--- src/rtl/dvi_pkg.sv ---
// Shared definitions for the DVI output path.
//   - Default 640x480@60 raster timing (pixels / lines).
//   - Bit positions of {vsync,hsync} inside the TMDS control-data word.
//   - State encoding of the video timing controller FSM.
package dvi_pkg;

   localparam int DEF_H_ACTIVE = 640;
   localparam int DEF_H_FP     = 16;
   localparam int DEF_H_SYNC   = 96;
   localparam int DEF_H_BP     = 48;
   localparam int DEF_V_ACTIVE = 480;
   localparam int DEF_V_FP     = 10;
   localparam int DEF_V_SYNC   = 2;
   localparam int DEF_V_BP     = 33;
   localparam bit DEF_HSYNC_POL = 1'b0;
   localparam bit DEF_VSYNC_POL = 1'b0;

   // cd = {vsync, hsync}
   localparam int CD_HSYNC = 0;
   localparam int CD_VSYNC = 1;

   typedef enum logic [1:0] {
      ST_IDLE  = 2'd0,
      ST_RUN   = 2'd1,
      ST_DRAIN = 2'd2
   } dvi_state_t;

endpackage

--- src/rtl/tmds_sync_counter.sv ---
// Single-axis raster counter (horizontal or vertical).
// Region order along the axis: active, front porch, sync, back porch.
// Ports:
//   clk, rst  clock and asynchronous active-high reset
//   clear     hold the count at 0 (has priority over step)
//   step      advance the count by one position
//   cnt       current position, 0..TOTAL-1
//   wrap      step is set and cnt is at TOTAL-1 (count returns to 0 next)
//   active    cnt lies in the active region
//   sync      cnt lies in the sync window (asserted = 1, no polarity)
module tmds_sync_counter #(
   parameter int ACTIVE = 640,
   parameter int FP     = 16,
   parameter int SYNC   = 96,
   parameter int BP     = 48,
   parameter int W      = 10
) (
   input  logic         clk,
   input  logic         rst,
   input  logic         clear,
   input  logic         step,
   output logic [W-1:0] cnt,
   output logic         wrap,
   output logic         active,
   output logic         sync
);

   localparam int TOTAL      = ACTIVE + FP + SYNC + BP;
   localparam int SYNC_START = ACTIVE + FP;
   localparam int SYNC_STOP  = ACTIVE + FP + SYNC;   // first position after sync
   localparam logic [W-1:0] LAST = W'(TOTAL - 1);

   always_ff @(posedge clk or posedge rst) begin
      if (rst) begin
         cnt <= '0;
      end else if (clear) begin
         cnt <= '0;
      end else if (step) begin
         cnt <= wrap ? '0 : cnt + W'(1);
      end
   end

   assign wrap   = step && (cnt == LAST);
   // Compare in 32 bits so an ACTIVE equal to a power-of-two total cannot truncate.
   assign active = 32'(cnt) < 32'(ACTIVE);
   assign sync   = (32'(cnt) >= 32'(SYNC_START)) && (32'(cnt) < 32'(SYNC_STOP));

endmodule

--- src/rtl/tmds_video_timing_ctrl.sv ---
// Video timing controller feeding the three TMDS channel encoders.
// Generates the raster, fetches pixels from the frame source and drives
// aligned video data, control data and data enable.  Output starts and
// stops only on frame boundaries.
// Ports:
//   pixclk, rst     pixel clock, asynchronous active-high reset
//   enable          request video; acted on only at a frame boundary
//   pix_req         fetch strobe for (pix_x, pix_y); both read 0 when idle
//   pix_rgb         {R,G,B} from the source, valid 1 cycle after pix_req
//   vd_r/vd_g/vd_b  video data to the encoders
//   cd              {vsync,hsync} with polarity applied
//   vde             video data enable
//   frame_start     1-cycle pulse at raster position (0,0) while running
//   busy            high in RUN and DRAIN
//   fsm_state       controller state, for observation
// Pipeline: stage 0 decodes the counters, stage 1 captures the decode
// while the source answers, stage 2 registers all encoder inputs, so every
// output lags its raster position by exactly 2 cycles.
module tmds_video_timing_ctrl
   import dvi_pkg::*;
#(
   parameter int H_ACTIVE  = DEF_H_ACTIVE,
   parameter int H_FP      = DEF_H_FP,
   parameter int H_SYNC    = DEF_H_SYNC,
   parameter int H_BP      = DEF_H_BP,
   parameter int V_ACTIVE  = DEF_V_ACTIVE,
   parameter int V_FP      = DEF_V_FP,
   parameter int V_SYNC    = DEF_V_SYNC,
   parameter int V_BP      = DEF_V_BP,
   parameter bit HSYNC_POL = DEF_HSYNC_POL,
   parameter bit VSYNC_POL = DEF_VSYNC_POL
) (
   input  logic        pixclk,
   input  logic        rst,
   input  logic        enable,
   output logic        pix_req,
   output logic [9:0]  pix_x,
   output logic [9:0]  pix_y,
   input  logic [23:0] pix_rgb,
   output logic [7:0]  vd_r,
   output logic [7:0]  vd_g,
   output logic [7:0]  vd_b,
   output logic [1:0]  cd,
   output logic        vde,
   output logic        frame_start,
   output logic        busy,
   output dvi_state_t  fsm_state
);

   localparam int H_TOTAL = H_ACTIVE + H_FP + H_SYNC + H_BP;
   localparam int V_TOTAL = V_ACTIVE + V_FP + V_SYNC + V_BP;
   localparam int HW      = $clog2(H_TOTAL);
   localparam int VW      = $clog2(V_TOTAL);

   // The encoders reset their running disparity during blanking, so every
   // line needs at least one cycle with vde low.
   if (H_FP + H_SYNC + H_BP < 1) begin : g_blank_check
      $error("tmds_video_timing_ctrl: horizontal blanking must be at least 1 cycle");
   end

   dvi_state_t    state;
   dvi_state_t    state_nx;
   logic          run;
   logic          drain_cnt;
   logic          cnt_clear;
   logic [HW-1:0] h_cnt;
   logic [VW-1:0] v_cnt;
   logic          h_wrap;
   logic          v_wrap;
   logic          h_act;
   logic          v_act;
   logic          h_sync;
   logic          v_sync;
   logic          active0;
   logic          active_d1;
   logic          hsync_d1;
   logic          vsync_d1;

   // ------------------------------------------------------------------
   // Raster counters; the vertical axis steps on the horizontal wrap.
   // Outside RUN both are held at 0 so a new frame always starts at (0,0).
   // ------------------------------------------------------------------
   assign cnt_clear = !run;

   tmds_sync_counter #(
      .ACTIVE (H_ACTIVE),
      .FP     (H_FP),
      .SYNC   (H_SYNC),
      .BP     (H_BP),
      .W      (HW)
   ) u_h_cnt (
      .clk    (pixclk),
      .rst    (rst),
      .clear  (cnt_clear),
      .step   (run),
      .cnt    (h_cnt),
      .wrap   (h_wrap),
      .active (h_act),
      .sync   (h_sync)
   );

   tmds_sync_counter #(
      .ACTIVE (V_ACTIVE),
      .FP     (V_FP),
      .SYNC   (V_SYNC),
      .BP     (V_BP),
      .W      (VW)
   ) u_v_cnt (
      .clk    (pixclk),
      .rst    (rst),
      .clear  (cnt_clear),
      .step   (h_wrap),
      .cnt    (v_cnt),
      .wrap   (v_wrap),
      .active (v_act),
      .sync   (v_sync)
   );

   // ------------------------------------------------------------------
   // Controller FSM.  v_wrap is only set on the last cycle of a frame,
   // which is the single point where enable is honoured while running.
   // DRAIN lasts two cycles so the 2-deep pipeline empties before IDLE.
   // ------------------------------------------------------------------
   always_ff @(posedge pixclk or posedge rst) begin
      if (rst) begin
         state     <= ST_IDLE;
         drain_cnt <= 1'b0;
      end else begin
         state     <= state_nx;
         drain_cnt <= (state == ST_DRAIN) ? ~drain_cnt : 1'b0;
      end
   end

   always_comb begin
      state_nx = state;
      run      = 1'b0;
      busy     = 1'b0;
      unique case (state)
         ST_IDLE: begin
            if (enable) state_nx = ST_RUN;
         end
         ST_RUN: begin
            run  = 1'b1;
            busy = 1'b1;
            if (v_wrap && !enable) state_nx = ST_DRAIN;
         end
         ST_DRAIN: begin
            busy = 1'b1;
            if (drain_cnt) state_nx = ST_IDLE;
         end
         default: state_nx = ST_IDLE;
      endcase
   end

   assign fsm_state = state;

   // ------------------------------------------------------------------
   // Stage 0: fetch request straight from the counters.
   // ------------------------------------------------------------------
   assign active0     = run && h_act && v_act;
   assign pix_req     = active0;
   assign pix_x       = active0 ? 10'(h_cnt) : 10'd0;
   assign pix_y       = active0 ? 10'(v_cnt) : 10'd0;
   assign frame_start = run && (h_cnt == '0) && (v_cnt == '0);

   // ------------------------------------------------------------------
   // Stages 1 and 2.  Decode flags wait one cycle alongside the source
   // latency, then everything is captured into the output registers.
   // Syncs are gated by RUN so IDLE and DRAIN push inactive levels.
   // ------------------------------------------------------------------
   always_ff @(posedge pixclk or posedge rst) begin
      if (rst) begin
         active_d1 <= 1'b0;
         hsync_d1  <= 1'b0;
         vsync_d1  <= 1'b0;
         vde       <= 1'b0;
         vd_r      <= 8'd0;
         vd_g      <= 8'd0;
         vd_b      <= 8'd0;
         cd[CD_HSYNC] <= ~HSYNC_POL;
         cd[CD_VSYNC] <= ~VSYNC_POL;
      end else begin
         active_d1 <= active0;
         hsync_d1  <= run && h_sync;
         vsync_d1  <= run && v_sync;
         vde       <= active_d1;
         {vd_r, vd_g, vd_b} <= active_d1 ? pix_rgb : 24'd0;
         cd[CD_HSYNC] <= hsync_d1 ? HSYNC_POL : ~HSYNC_POL;
         cd[CD_VSYNC] <= vsync_d1 ? VSYNC_POL : ~VSYNC_POL;
      end
   end

endmodule

--- config.mk ---
export PLATFORM = sky130hd
export DESIGN_NAME = tmds_video_timing_ctrl
export DESIGN_NICKNAME = d
export VERILOG_FILES = /design/src/rtl/dvi_pkg.sv /design/src/rtl/tmds_sync_counter.sv /design/src/rtl/tmds_video_timing_ctrl.sv
export SDC_FILE = /design/constraint.sdc
export NUM_CORES = 1
export LEC_CHECK = 0
export CORE_ASPECT_RATIO = 0.75
export CORE_MARGIN = 5
export CORE_UTILIZATION = 46
export CTS_CLUSTER_SIZE = 16
export DETAILED_ROUTE_END_ITERATION = 12
export GPL_ROUTABILITY_DRIVEN = 0
export HOLD_SLACK_MARGIN = 0.05
export PLACE_DENSITY = 0.84
export SLEW_MARGIN = 20
export SYNTH_ARGS = -nofsm -noshare
export SYNTH_HDL_FRONTEND = slang
export SYNTH_SLANG_ARGS = --single-unit
--- constraint.sdc ---
create_clock -name pixclk -period 1.98 [get_ports pixclk]
set_input_delay 0.198 -clock pixclk [delete_from_list [all_inputs] [get_ports pixclk]]
set_output_delay 0.198 -clock pixclk [all_outputs]
set_load 0.05 [all_outputs]
==> reports/metrics.cfg <==
[worst_setup_path]
worstPathMaxFanout=2
cp.required_ns=1.78
startpoint=u_h_cnt.cnt[1]
setup.worst_path.class=reg2out
reg2reg_slack_ns=0.05
cp-start-kind=flop
arrival_ns=1.94
timing.rr.end=u_v_cnt.cnt[9]
reg2reg_from=u_h_cnt.cnt[1]
worst-r2r-cell-count=8
crit_end=frame_start
cp-end-kind=primary output

[grt]
overflow=0
grt_usage_pct=20.5
grt_pass1_wl_um=11000
grt_pass1_vias=2164
grt_max_degree=26
antenna_found_initial=0

[pwr]
finalPower_mw=4.35
vdd_drop_max_v=0.000593
power_density_mw_per_mm2=1070
p_leak_nw=1.73

[outcome]
violations=negative setup slack
status=complete, but fails checks

[synth]
ys_types=45
synth_commonest_cells=dfrtp_1, and2_1, inv_1, nand2_1, nor4_1
synth.most_common_cell=dfrtp_1
yosysWarnings=0
syn_area_per_cell_um2=11.1
synth-main-ff-cell=dfrtp_1
synth_area_leaders=dfrtp_1, and2_1, ha_1
yosysTopAreaCellShare_pct=50.8
ys_seq_area_share_pct=52.9
syn_inst=226
async_reset_ff_share_pct=100
synth_fp_nets=261
yosys.area.top_type=dfrtp_1
synth_edf_count=0
synth_area_mm2=0.00251
ys_ff_latch=53

[floorplanning]
die_x_um=95.3
start_util_pct=47.2
io_pins=79
core_area_mm2=0.00532
die_h_um=74
rows=23
die_area_mm2=0.00705

[cells_and_area]
final_cell_area_mm2=0.00408
drive_gt1_share_pct=34.0
final_nets=366
synthToLayoutAreaGrowth_pct=62.5
fin_cells=407
n_antenna_cell=0
fillers=314

[routing]
wl_um=7430
dr.pass1.iters=4
first_iter_violations=165
via_per_inst=5.40
route.detailed.drc=0
vias=2196
wl_per_cell_um=18.3
ant_nets=0

[placement]
placed_cell_area_mm2=0.00376
place_ws_ns=0.0586
dpl.hpwl_um=5020
port_buffers=77
place_inst=388

[timing]
layout_min_cycle_time_ns=2.14
setup_viol=20
finalClockSkew_ns=0.0111
slew_viol_final=0
fmax_mhz=467
fin_ws_ns=-0.161
slew-limit-headroom_pct=62.0
setup-tns-final_ns=-0.649
rsz0062_at_grt=yes
hold_violations=0
period_share_pct=108
tightest_slew_ns=0.569

[cts]
clock-sinks=53
clockBufferDepth=2
cts_tree=yes
clk_latency_ns=0.32
cts.htree.levels=2
path_clk_slew_ns=0.11
cts-buffers-inserted=5
root_buffer=clkbuf_8

[hold_path]
hp-class=in2async

[job]
cap_violations=0

==> metrics by stage <==
stage,hold WS [ns],util [%]
floorplan,0.332,-
global route,0.222,76.7
CTS,0.193,74.0
finish,0.191,76.7
global placement,0.338,70.6
detailed placement,0.357,70.6
==> how the worst min path moves through the flow <==
| stage | from | end | slack (ns) | cells after the start |
|---|---|---|---|---|
| after floorplan | pix_rgb[0] | vd_b[0] | 0.33 | 1 |
| after global placement | hsync_d1 | cd[0] | 0.34 | 1 |
| after detailed placement | hsync_d1 | cd[0] | 0.36 | 1 |
| after CTS | rst | u_h_cnt.cnt[1] | 0.19 | 2 |
| after global routing | rst | u_h_cnt.cnt[0] | 0.22 | 2 |
| final | rst | u_h_cnt.cnt[0] | 0.19 | 2 |
==> sequential cells by signal, indices dropped and copies added (netlist names) <==
signal,count
hsync_d1,1
active_d1,1
fsm_state,2
u_v_cnt.cnt,10
vsync_d1,1
vd_r,8
vd_g,8
cd,2
vd_b,8
vde,1
drain_cnt,1
u_h_cnt.cnt,10
==> metal layers <==
| layer | GRT usage (%) | vias up | wire (um) |
|---|---|---|---|
| met5 | 0 | - | 0 |
| met4 | 4.80 | 0 | 82 |
| met3 | 3.64 | 11 | 415 |
| met2 | 37.6 | 98 | 3970 |
| met1 | 25.2 | 1102 | 2970 |
| li1 | - | 985 | - |
==> worst max-delay path, cell delays in order, from the launching register on <==
cell and delay, ns:
dfrtp_1 0.41, inv_2 0.12, ha_4 0.13, or4b_4 0.47, nor4_4 0.31, buf_12 0.18
==> what timing repair did <==
item                       4_1_cts  5_1_grt
setup endpoints to repair       20       21
pin swaps                        2       11
hold buffers                     0        0
setup buffers                    6        5
resized for setup                6       35
==> logic make-up (layout without fill, tap and decap cells) <==
kind of cell / count (synthesis) / in the layout / share of synthesized area, %
xor gates and xnor gates: 8 / 8 / 2.79
adders and majority gates: 8 / 8 / 3.98
buffers and inverters: 23 / 129 / 5.18
DFF: 53 / 53 / 52.9
and+or+nand+nor: 111 / 111 / 26.9
muxes: 1 / 1 / 0.448
other: 1 / 1 / 0.149
AOI/OAI and AO/OA: 21 / 21 / 7.67
==> cell type report <==
| class | instances | area (um^2) | share of cell area [%] |
|---|---|---|---|
| inverters | 12 | 48.8 | 1.20 |
| clock inverters | 3 | 25.0 | 0.613 |
| multi-input cells | 150 | 1230 | 30.2 |
| well taps | 75 | 93.8 | 2.30 |
| repair buffers | 109 | 1280 | 31.3 |
| flip-flops and latches | 53 | 1330 | 32.6 |
| clock buffers | 5 | 68.8 | 1.69 |
==> cells in the final DEF, fill, tap and decap left out, types with 3 or more instances in the layout <==
cell             count
inv_2                4
dfrtp_2              3
xnor2_1              3
nor4_4               5
nand2_1             10
buf_12              24
buf_6                4
clkbuf_8             5
nand3_1              4
and2_4              14
nor3_1               8
xor2_1               5
nor3b_1              3
nand4_1              4
nor2_1               8
buf_4               25
nor4_1               4
nor2b_1              3
and2_1              30
inv_1                7
ha_1                 5
a22o_1               3
dfrtp_1             48
clkdlybuf4s50_1     55
==> where the power goes <==
group / total [mW] / internal (mW) / switching, mW
clock network: 0.647 / 0.256 / 0.390
registers: 1.39 / 1.27 / 0.126
logic: 2.31 / 0.908 / 1.40
total: 4.35 / 2.43 / 1.92
Note: power is estimated with default switching activity, not from simulation.
